### src/rtl/uart_tx_fifo_if.sv
// Byte-write and status bundle between the Z80 I/O decode and the UART transmitter.
// Latency: none; this is wiring only.
// Backpressure: the master polls full_o before asserting wr_i; overflow_o flags any dropped write.
interface uart_tx_fifo_if;
   logic [7:0] data_i;
   logic       wr_i;
   logic       full_o;
   logic       empty_o;
   logic       busy_o;
   logic       overflow_o;

   // CPU side: drives bytes and strobes, reads status
   modport master (
      output data_i, wr_i,
      input  full_o, empty_o, busy_o, overflow_o
   );

   // Transmitter side: accepts bytes, reports status
   modport slave (
      input  data_i, wr_i,
      output full_o, empty_o, busy_o, overflow_o
   );
endinterface

### src/rtl/uart_tx_fifo.sv
// Buffered 8N1 UART transmitter (8E1 when UART_TX_PARITY_EN is defined) with a small TX FIFO.
// Latency: write at cycle 0 -> empty_o low at cycle 1 -> start bit on uart_tx_o at cycle 2.
// Backpressure: writes while full_o=1 are dropped and set the sticky overflow_o until reset.
module uart_tx_fifo #(
   parameter int CLK_FREQ   = 27000000,
   parameter int BAUD       = 115200,
   parameter int FIFO_DEPTH = 16
) (
   input  logic          clk_i,
   input  logic          rst_i,
   uart_tx_fifo_if.slave bus,
   output logic          uart_tx_o
);
   localparam int DIV = (CLK_FREQ + BAUD / 2) / BAUD;
   localparam int AW  = $clog2(FIFO_DEPTH);
   localparam int BW  = $clog2(DIV);

`ifdef UART_TX_PARITY_EN
   typedef enum logic [2:0] {S_IDLE, S_START, S_DATA, S_PARITY, S_STOP} state_t;
`else
   typedef enum logic [1:0] {S_IDLE, S_START, S_DATA, S_STOP} state_t;
`endif

   logic [7:0]  r_mem [FIFO_DEPTH];
   logic [AW-1:0] r_wr_ptr;
   logic [AW-1:0] r_rd_ptr;
   logic [AW:0]   r_count;
   logic          r_full;
   logic          r_empty;
   logic          r_busy;
   logic          r_ovf;

   state_t        r_state;
   logic [BW-1:0] r_baud;
   logic [2:0]    r_bit;
   logic [7:0]    r_shift;
   logic          r_tx;
`ifdef UART_TX_PARITY_EN
   logic          r_par;
`endif

   logic          w_bit_end;
   logic          w_push;
   logic          w_pop;
   logic          w_idle_nxt;
   logic [7:0]    w_head;
   logic [AW:0]   w_count_nxt;

   assign w_bit_end   = (r_baud == BW'(DIV - 1));
   // Acceptance uses the registered full flag; a pop in the same cycle does not free a slot.
   assign w_push      = bus.wr_i & ~r_full;
   assign w_pop       = ~r_empty & ((r_state == S_IDLE) | ((r_state == S_STOP) & w_bit_end));
   assign w_idle_nxt  = ~w_pop & ((r_state == S_IDLE) | ((r_state == S_STOP) & w_bit_end));
   assign w_head      = r_mem[r_rd_ptr];
   assign w_count_nxt = r_count + (AW + 1)'(w_push) - (AW + 1)'(w_pop);

   assign bus.full_o     = r_full;
   assign bus.empty_o    = r_empty;
   assign bus.busy_o     = r_busy;
   assign bus.overflow_o = r_ovf;
   assign uart_tx_o      = r_tx;

   // FIFO storage: not reset, contents are only meaningful below the count
   always_ff @(posedge clk_i) begin
      if (w_push) r_mem[r_wr_ptr] <= bus.data_i;
   end

   // FIFO pointers, occupancy and registered status flags
   always_ff @(posedge clk_i or negedge rst_i) begin
      if (!rst_i) begin
         r_wr_ptr <= '0;
         r_rd_ptr <= '0;
         r_count  <= '0;
         r_full   <= 1'b0;
         r_empty  <= 1'b1;
         r_busy   <= 1'b0;
         r_ovf    <= 1'b0;
      end else begin
         if (w_push) r_wr_ptr <= r_wr_ptr + AW'(1);
         if (w_pop)  r_rd_ptr <= r_rd_ptr + AW'(1);
         r_count <= w_count_nxt;
         r_full  <= (w_count_nxt == (AW + 1)'(FIFO_DEPTH));
         r_empty <= (w_count_nxt == '0);
         r_busy  <= ~w_idle_nxt | (w_count_nxt != '0);
         r_ovf   <= r_ovf | (bus.wr_i & r_full);
      end
   end

   // Serializer: baud counter restarts at every bit so each frame is aligned to its start bit
   always_ff @(posedge clk_i or negedge rst_i) begin
      if (!rst_i) begin
         r_state <= S_IDLE;
         r_baud  <= '0;
         r_bit   <= '0;
         r_shift <= '0;
         r_tx    <= 1'b1;
`ifdef UART_TX_PARITY_EN
         r_par   <= 1'b0;
`endif
      end else begin
         case (r_state)
            S_IDLE: begin
               r_baud <= '0;
               if (w_pop) begin
                  r_shift <= w_head;
`ifdef UART_TX_PARITY_EN
                  r_par   <= ^w_head;
`endif
                  r_tx    <= 1'b0;
                  r_state <= S_START;
               end
            end
            S_START: begin
               if (w_bit_end) begin
                  r_baud  <= '0;
                  r_bit   <= '0;
                  r_tx    <= r_shift[0];
                  r_state <= S_DATA;
               end else begin
                  r_baud <= r_baud + BW'(1);
               end
            end
            S_DATA: begin
               if (w_bit_end) begin
                  r_baud <= '0;
                  if (r_bit == 3'd7) begin
`ifdef UART_TX_PARITY_EN
                     r_tx    <= r_par;
                     r_state <= S_PARITY;
`else
                     r_tx    <= 1'b1;
                     r_state <= S_STOP;
`endif
                  end else begin
                     r_bit   <= r_bit + 3'd1;
                     r_shift <= r_shift >> 1;
                     r_tx    <= r_shift[1];
                  end
               end else begin
                  r_baud <= r_baud + BW'(1);
               end
            end
`ifdef UART_TX_PARITY_EN
            S_PARITY: begin
               if (w_bit_end) begin
                  r_baud  <= '0;
                  r_tx    <= 1'b1;
                  r_state <= S_STOP;
               end else begin
                  r_baud <= r_baud + BW'(1);
               end
            end
`endif
            S_STOP: begin
               if (w_bit_end) begin
                  r_baud <= '0;
                  // Chain straight into the next start bit when more data is queued
                  if (w_pop) begin
                     r_shift <= w_head;
`ifdef UART_TX_PARITY_EN
                     r_par   <= ^w_head;
`endif
                     r_tx    <= 1'b0;
                     r_state <= S_START;
                  end else begin
                     r_tx    <= 1'b1;
                     r_state <= S_IDLE;
                  end
               end else begin
                  r_baud <= r_baud + BW'(1);
               end
            end
            default: begin
               r_tx    <= 1'b1;
               r_baud  <= '0;
               r_state <= S_IDLE;
            end
         endcase
      end
   end
endmodule

### src/flat_wrapper.sv
// flat-port wrapper written by rule: the top's interface ports become plain ports
module uart_tx_fifo_flat 
#(
   parameter int CLK_FREQ   = 27000000,
   parameter int BAUD       = 115200,
   parameter int FIFO_DEPTH = 16
)
  (clk_i, rst_i, uart_tx_o, bus_data_i, bus_wr_i, bus_full_o, bus_empty_o, bus_busy_o, bus_overflow_o);
  uart_tx_fifo_if bus_i ();
  input  logic clk_i;
  input  logic rst_i;
  output logic uart_tx_o;
  input wire logic [$bits(bus_i.data_i)-1:0] bus_data_i;
  input wire logic [$bits(bus_i.wr_i)-1:0] bus_wr_i;
  output wire logic [$bits(bus_i.full_o)-1:0] bus_full_o;
  output wire logic [$bits(bus_i.empty_o)-1:0] bus_empty_o;
  output wire logic [$bits(bus_i.busy_o)-1:0] bus_busy_o;
  output wire logic [$bits(bus_i.overflow_o)-1:0] bus_overflow_o;
  assign bus_i.data_i = bus_data_i;
  assign bus_i.wr_i = bus_wr_i;
  assign bus_full_o = bus_i.full_o;
  assign bus_empty_o = bus_i.empty_o;
  assign bus_busy_o = bus_i.busy_o;
  assign bus_overflow_o = bus_i.overflow_o;
  uart_tx_fifo #(.CLK_FREQ(CLK_FREQ), .BAUD(BAUD), .FIFO_DEPTH(FIFO_DEPTH)) u_core (.clk_i(clk_i), .rst_i(rst_i), .bus(bus_i), .uart_tx_o(uart_tx_o));
endmodule
### config.mk
export PLATFORM = sky130hd
export DESIGN_NAME = uart_tx_fifo_flat
export DESIGN_NICKNAME = d
export VERILOG_FILES = /design/src/rtl/uart_tx_fifo_if.sv /design/src/rtl/uart_tx_fifo.sv /design/src/flat_wrapper.sv
export SDC_FILE = /design/constraint.sdc
export NUM_CORES = 1
export LEC_CHECK = 0
export ABC_AREA = 1
export ABC_CLOCK_PERIOD_IN_PS = 4650
export CORE_ASPECT_RATIO = 0.6
export CORE_UTILIZATION = 25
export DETAILED_ROUTE_END_ITERATION = 10
export GPL_TIMING_DRIVEN = 0
export SYNTH_ARGS = -nofsm -noshare
export SYNTH_HDL_FRONTEND = slang
export SYNTH_SLANG_ARGS = --single-unit
### constraint.sdc
create_clock -name clk_i -period 4.65 [get_ports clk_i]
set_input_delay 0.93 -clock clk_i [delete_from_list [all_inputs] [get_ports clk_i]]
set_output_delay 0.93 -clock clk_i [all_outputs]
set_load 0.02 [all_outputs]
==> results.yml, run 1 <==
yosys:
  syn_inst: 657
  yosys-top-cells-area: "edfxtp_1 (53%), dfrtp_1 (13%), nor2_1 (6.1%), nand2_1 (5.2%), nand3_1 (3.9%)"
  synth.top_cell.area_share: 0.530
  muxShareOfSynthArea: 0.00155
  synth_top_family_by_area: "simple AND/OR/NAND/NOR gates"
  synth_fp_nets: 688
  synth_compound_area_frac: 0.0663
  ys_types: 36
  ys_ff_latch: 167
  yosys_warnings: 0
  synth_top_area_cell: "edfxtp_1"
  ys_seq_area_frac: 0.665
  synthSimpleGateAreaFrac: 0.175
  syn_area_sq_um: 7250
  synthAdderAreaFrac: 0.0356
  syn_area_per_cell_sq_um: 11.0
  synth_xor_area_frac: 0.0145
critical_path:
  critPathKind: "in -> reg"
  critPathLaunchType: "primary input"
  crit_chain: "clkdlybuf4s50_1 -> inv_1 -> nor2_1 -> ha_1 -> inv_1 -> fa_1 -> xnor2_1 -> nor3_1 -> nand2_1 -> nor2_1 -> nand4_1"
  critPathArrivalTime_ns: 3.36
  crit_path_max_incr_delay_ns: 0.48
  worstReg2RegEnd: "u_core.bus.busy_o$_DFF_PN0_"
  timing.rr.start: "u_core.r_state[1]$_DFFE_PN0P_"
  rrSetupSlack_ns: 1.61
  rr_worst_depth: 16
  critPathCaptureType: "flop"
  crit_path_max_fanout: 9
  startpoint: "bus_wr_i"
  critPathRequiredTime_ns: 4.96
  endpoint: "u_core.bus.busy_o$_DFF_PN0_"
  cp_slowest_cell: "clkdlybuf4s50_1"
final_layout:
  final_nets: 723
  stdcell_area_sq_um: 8400
  diodes: 0
  fillCellCount: 2809
  finish.utilization: 0.300
  seq_area_sq_um: 4820
  area_growth_pct: 15.9
  drive_above_1_share: 0.0879
  multiInputGateArea_sq_um: 2130
floorplanning:
  dieArea_sq_um: 29700
  dieHeight_um: 134
  die_w_um: 222
  ios: 16
  design.core.area_sq_um: 28100
  rows: 47
  initial_core_util: 0.258
routing:
  firstDrtPassIters: 5
  vias: 4816
  drcViolationCount: 0
  drt_first_iter_violations: 740
  ant_nets: 0
  wl_um: 18500
  via_per_inst: 4.49
  wl_per_cell_um: 17.2
clock_tree:
  h-tree-depth: 4
  cts_resized: 0
  cts_tree: "yes"
  cts_root_buf: "clkbuf_16"
  cts.sinks: 167
  clk-insertion-delay-late_ns: 0.43
  cts_buffers: 17
  clockBufferDepth: 2
  cts_hold_buf: 0
  clkSlewWorstSetupHoldPaths_ns: 0.07
  post-cts-setup-buffers: 0
pwr:
  p_seq_frac: 0.505
  p_int_mw: 2.65
  netSwitchingFraction: 0.279
  power.total_mw: 3.67
  powerDensity_nw_per_um2: 437
  combPwrFrac: 0.141
  p_switching_mw: 1.02
  p_clk_frac: 0.354
  cellLeakagePower_nw: 3.28
  ir_drop_v: 0.000235
global_route:
  antenna_found_initial: 0
  grt_max_degree: 38
  overflow: 0
  grt_pass1_wl_um: 28200
  grt_pass1_vias: 4435
  track_usage: 0.130
sta:
  clock.fmax_mhz: 328
  fin_setup_tns_ns: 0
  fin_ws_ns: 1.60
  report.final.slew_viol_count: 0
  finalSetupViolations: 0
  finalHoldViolCount: 0
  rsz0062_at_grt: "false"
  fin_skew_ns: 0.00925
  worstMarginPinSlew_ns: 0.979
  slew_headroom: 0.345
  fin_crit_ns: 3.05
  min_period_over_period: 0.656
placed_design:
  port_buffers: 15
  placed_area_sq_um: 7870
  place_congestion: 0.905
  pre_cts_ws_ns: 1.11
  dp_hpwl_um: 12900
worst_hold_path:
  holdCritPathClass: "in -> async"
status:
  status: "finished, final reports clean"
flow_run:
  max-cap-violations: 0
final cells by class:
class                           instances  share of cell area
Timing Repair Buffer                   16              0.0197
Inverter                               48              0.0214
Clock buffer                           19              0.0515
Sequential cell                       167               0.574
Buffer                                 26              0.0144
Clock inverter                         13              0.0115
Multi-Input combinational cell        416               0.253
Tap cell                              367              0.0546
worst min path at each step:
stage	endpoint	slack, ns	depth (start not counted)
6_report	u_core.r_baud[5]$_DFF_PN0_	0.29	1
5_1_grt	u_core.r_baud[7]$_DFF_PN0_	0.28	1
4_1_cts	u_core.r_baud[5]$_DFF_PN0_	0.28	1
3_5_place_dp	u_core.uart_tx_o$_DFFE_PN1P_	0.46	2
3_3_place_gp	u_core.bus.overflow_o$_DFF_PN0_	0.44	1
2_1_floorplan	u_core.r_shift[1]$_DFFE_PN0P_	0.45	2
cell usage after synthesis, drive strengths merged:
cell	number
xor2	9
a32o	2
and3	3
nand3	58
nand2	106
ha	19
nor3	5
o21ai	55
o211ai	13
or2	1
nand4	3
dfstp	2
buf	14
a21o	1
xnor2	3
fa	1
edfxtp	128
a21oi	13
dfrtp	37
nor2b	1
nor2	122
mux2	1
inv	46
clkbuf	12
clkinv	2
metal layers:
layer,wire length [um],global-route usage,vias to the layer above
li1,-,-,2312
met1,9330,0.204,2286
met2,6900,0.160,199
met3,2040,0.0471,19
met4,196,0.0332,0
met5,0,0,-
worst max-delay path: cells and delay by family:
kind / cells / cell delay, ns
xor gates and xnor gates: 1 / 0.17
adders and majority gates: 2 / 0.67
buffers and inverters: 3 / 0.58
and+or+nand+nor: 5 / 1.01
per-stage QoR:
stage                     instances  hold slack [ns]
after CTS                      1072            0.280
after floorplan                 657            0.449
after global placement         1039            0.442
after global routing           1072            0.283
final                          1072            0.291
after detailed placement       1040            0.460
state kept, by name, indices dropped and copies added, names as in the netlist, 2 cells and up:
name,count
u_core.r_bit,3
u_core.r_wr_ptr,4
u_core.r_mem,128
u_core.r_baud,8
u_core.r_rd_ptr,4
u_core.r_state,2
u_core.r_shift,8
u_core.r_count,5
power groups by stage:
stage          Clock, mW  Sequential [mW]  Combinational, mW
3_5_place_dp           0             1.89              0.517
4_1_cts             1.32             1.85              0.519
3_3_place_gp           0             1.88              0.502
2_1_floorplan          0             1.89              0.324
6_report            1.30             1.85              0.517
5_1_grt             1.38             1.87              0.578
cell usage in the layout, fill, tap and decap left out, types with 3 or more instances in the layout:
cell	Yosys	layout
o211ai_1	13	13
ha_1	19	19
a21oi_1	11	11
nand2_1	101	101
inv_6	0	4
nand2_2	3	3
clkbuf_16	0	17
clkinv_4	0	4
inv_2	3	3
nor3_1	5	5
dfrtp_1	37	37
clkinv_1	2	3
xnor2_1	3	3
edfxtp_1	128	128
clkbuf_1	12	14
nand4_1	3	3
nand3_1	57	57
buf_2	10	11
o21ai_0	55	55
clkdlybuf4s50_1	0	14
and3_1	3	3
xor2_1	9	9
inv_1	43	43
nor2_1	118	118
nor2_2	3	3
kinds of logic (layout without fill, tap and decap cells):
kind of cell | after synthesis | in the layout
buffers and inverters | 74 | 122
muxes | 1 | 1
DFF | 167 | 167
and+or+nand+nor | 299 | 299
xor gates and xnor gates | 12 | 12
AOI/OAI and AO/OA | 84 | 84
adders and majority gates | 20 | 20
No activity file was read; power rests on OpenSTA's default activity.
==> inputs of run 2 (changes only) <==
--- a/config.mk
+++ b/config.mk
@@ -6,7 +6,7 @@
 export NUM_CORES = 1
 export LEC_CHECK = 0
 export ABC_AREA = 1
-export ABC_CLOCK_PERIOD_IN_PS = 4650
+export ABC_CLOCK_PERIOD_IN_PS = 2600
 export CORE_ASPECT_RATIO = 0.6
 export CORE_UTILIZATION = 25
 export DETAILED_ROUTE_END_ITERATION = 10
==> constraint.sdc (replaced) <==
create_clock -name clk_i -period 2.6 [get_ports clk_i]
set_input_delay 0.52 -clock clk_i [delete_from_list [all_inputs] [get_ports clk_i]]
set_output_delay 0.52 -clock clk_i [all_outputs]
set_load 0.02 [all_outputs]
==> results.yml, run 2 (same netlist as run 1, synthesis figures left out) <==
status:
  status: "finished, violations left"
  violations: "negative setup slack"
pwr:
  p_seq_frac: 0.489
  powerDensity_nw_per_um2: 788
  combPwrFrac: 0.169
  power.total_mw: 6.79
  p_switching_mw: 1.92
  ir_drop_v: 0.000421
  netSwitchingFraction: 0.283
  cellLeakagePower_nw: 3.36
  p_int_mw: 4.87
  p_clk_frac: 0.342
global_route:
  grt_pass1_vias: 4486
  overflow: 0
  grt_pass1_wl_um: 28300
  grt_max_degree: 38
  track_usage: 0.130
  antenna_found_initial: 0
final_layout:
  drive_above_1_share: 0.144
  seq_area_sq_um: 4820
  finish.utilization: 0.307
  stdcell_area_sq_um: 8620
  top_register: "u_core.r_mem"
  largest_reg_flops: 128
  largestRegisters: "u_core.r_mem: 128 flops, u_core.r_baud: 8 flops, u_core.r_shift: 8 flops"
  area_growth_pct: 18.9
  final_nets: 740
  layout.cells.non_filler: 1089
  fillCellCount: 2792
  most-common-layout-cells: "edfxtp_1 (128), nor2_1 (105), nand2_1 (98)"
  mostFrequentLayoutCell: "edfxtp_1"
  diodes: 0
  multiInputGateArea_sq_um: 2210
sta:
  rsz0062_at_grt: "true"
  worstMarginPinSlew_ns: 0.898
  finalHoldViolCount: 0
  report.final.slew_viol_count: 0
  clock.fmax_mhz: 375
  finalSetupViolations: 3
  fin_ws_ns: -0.0687
  fin_setup_tns_ns: -0.113
  fin_skew_ns: 0.00984
  holdWs_ns: 0.431
  slew_headroom: 0.399
  fin_crit_ns: 2.67
  min_period_over_period: 1.03
floorplanning:
  dieHeight_um: 134
  design.core.area_sq_um: 28100
  rows: 47
  ios: 16
  initial_core_util: 0.258
  die_w_um: 222
  dieArea_sq_um: 29700
placed_design:
  pre_cts_ws_ns: -0.530
  port_buffers: 15
  dp_hpwl_um: 12900
  place_inst: 1040
  place_congestion: 0.905
  placed_area_sq_um: 7870
critical_path:
  startpoint: "u_core.r_baud[1]$_DFF_PN0_"
  rrSetupSlack_ns: -0.07
  critPathKind: "reg -> reg"
  critPathCaptureType: "flop"
  critPathLaunchType: "flop"
  rr_worst_depth: 18
  critPathArrivalTime_ns: 2.99
  crit_path_max_fanout: 4
  timing.rr.start: "u_core.r_baud[1]$_DFF_PN0_"
  critPathRequiredTime_ns: 2.92
  worstReg2RegEnd: "u_core.bus.busy_o$_DFF_PN0_"
clock_tree:
  h-tree-depth: 4
  cts_root_buf: "clkbuf_16"
  clkSlewWorstSetupHoldPaths_ns: 0.07
  clockBufferDepth: 2
  cts_tree: "yes"
  cts_buffers: 17
  cts.sinks: 167
  clk-insertion-delay-late_ns: 0.43
routing:
  vias: 4886
  firstDrtPassIters: 5
  via_per_inst: 4.49
  drt_first_iter_violations: 698
  ant_nets: 0
  wl_um: 18600
  drcViolationCount: 0
  wl_per_cell_um: 17.1
flow_run:
  max-cap-violations: 0
worst_hold_path:
  holdCritPathClass: "in -> async"
==> run 2: area by class of cell <==
class / count / share of cell area
tap: 367 / 0.0533
clock inverter: 13 / 0.0112
inverter: 48 / 0.0209
timing repair buffer: 33 / 0.0343
buffer: 26 / 0.0141
multi-input combinational: 416 / 0.257
sequential: 167 / 0.559
clock buffer: 19 / 0.0502
==> run 2: how the worst max path moves through the flow <==
stage / cells past startpoint / endpoint / slack, ns
after detailed placement: 11 / u_core.bus.busy_o$_DFF_PN0_ / -0.53
after global routing: 18 / u_core.bus.busy_o$_DFF_PN0_ / -0.28
after global placement: 11 / u_core.bus.busy_o$_DFF_PN0_ / -0.49
after floorplan: 18 / u_core.bus.busy_o$_DFF_PN0_ / 0.001
final: 18 / u_core.bus.busy_o$_DFF_PN0_ / -0.07
after CTS: 18 / u_core.bus.busy_o$_DFF_PN0_ / -0.13
==> run 2: worst max-delay path: stages, from the launching register on <==
cell and delay [ns]:
dfrtp_1 0.38, inv_1 0.06, ha_2 0.16, nand2_2 0.06, nor2_4 0.13, nand2_2 0.08, nand2_4 0.07, nand3_4 0.11
nor2_4 0.15, inv_2 0.06, nand2_2 0.07, ha_4 0.13, inv_2 0.04, fa_2 0.38, xnor2_2 0.17, nor3_2 0.20
nand2_1 0.11, nor2_4 0.11, nand4_1 0.09
==> run 2: power groups by stage <==
stage                     Combinational (mW)  Clock, mW  Sequential, mW
after detailed placement               0.925          0            3.37
after floorplan                        0.580          0            3.37
after global routing                    1.28       2.47            3.35
after CTS                               1.00       2.36            3.32
after global placement                 0.898          0            3.36
final                                   1.15       2.32            3.32
==> run 2: layer usage <==
metal	vias up	GRT usage	wire length [um]	share of wire
li1	2349	-	-	-
met1	2299	0.205	9250	0.50
met2	222	0.162	7010	0.38
met3	16	0.0471	2220	0.12
met4	0	0.0332	163	0.0087
met5	-	0	0	0
==> run 2: repair_timing <==
action,in CTS,in global routing
pin swaps,4,9
setup endpoints to repair,4,12
hold endpoints to repair,2,0
hold buffers,1,0
gates resized for setup,8,23
setup buffers,10,6
==> inputs of run 3 (changes only) <==
--- a/config.mk
+++ b/config.mk
@@ -10,6 +10,7 @@
 export CORE_ASPECT_RATIO = 0.6
 export CORE_UTILIZATION = 25
 export DETAILED_ROUTE_END_ITERATION = 10
+export GPL_ROUTABILITY_DRIVEN = 1
 export GPL_TIMING_DRIVEN = 0
 export SYNTH_ARGS = -nofsm -noshare
 export SYNTH_HDL_FRONTEND = slang
==> results of run 3 <==
No change in the layout: final DEF, timing and power equal those of run 2.
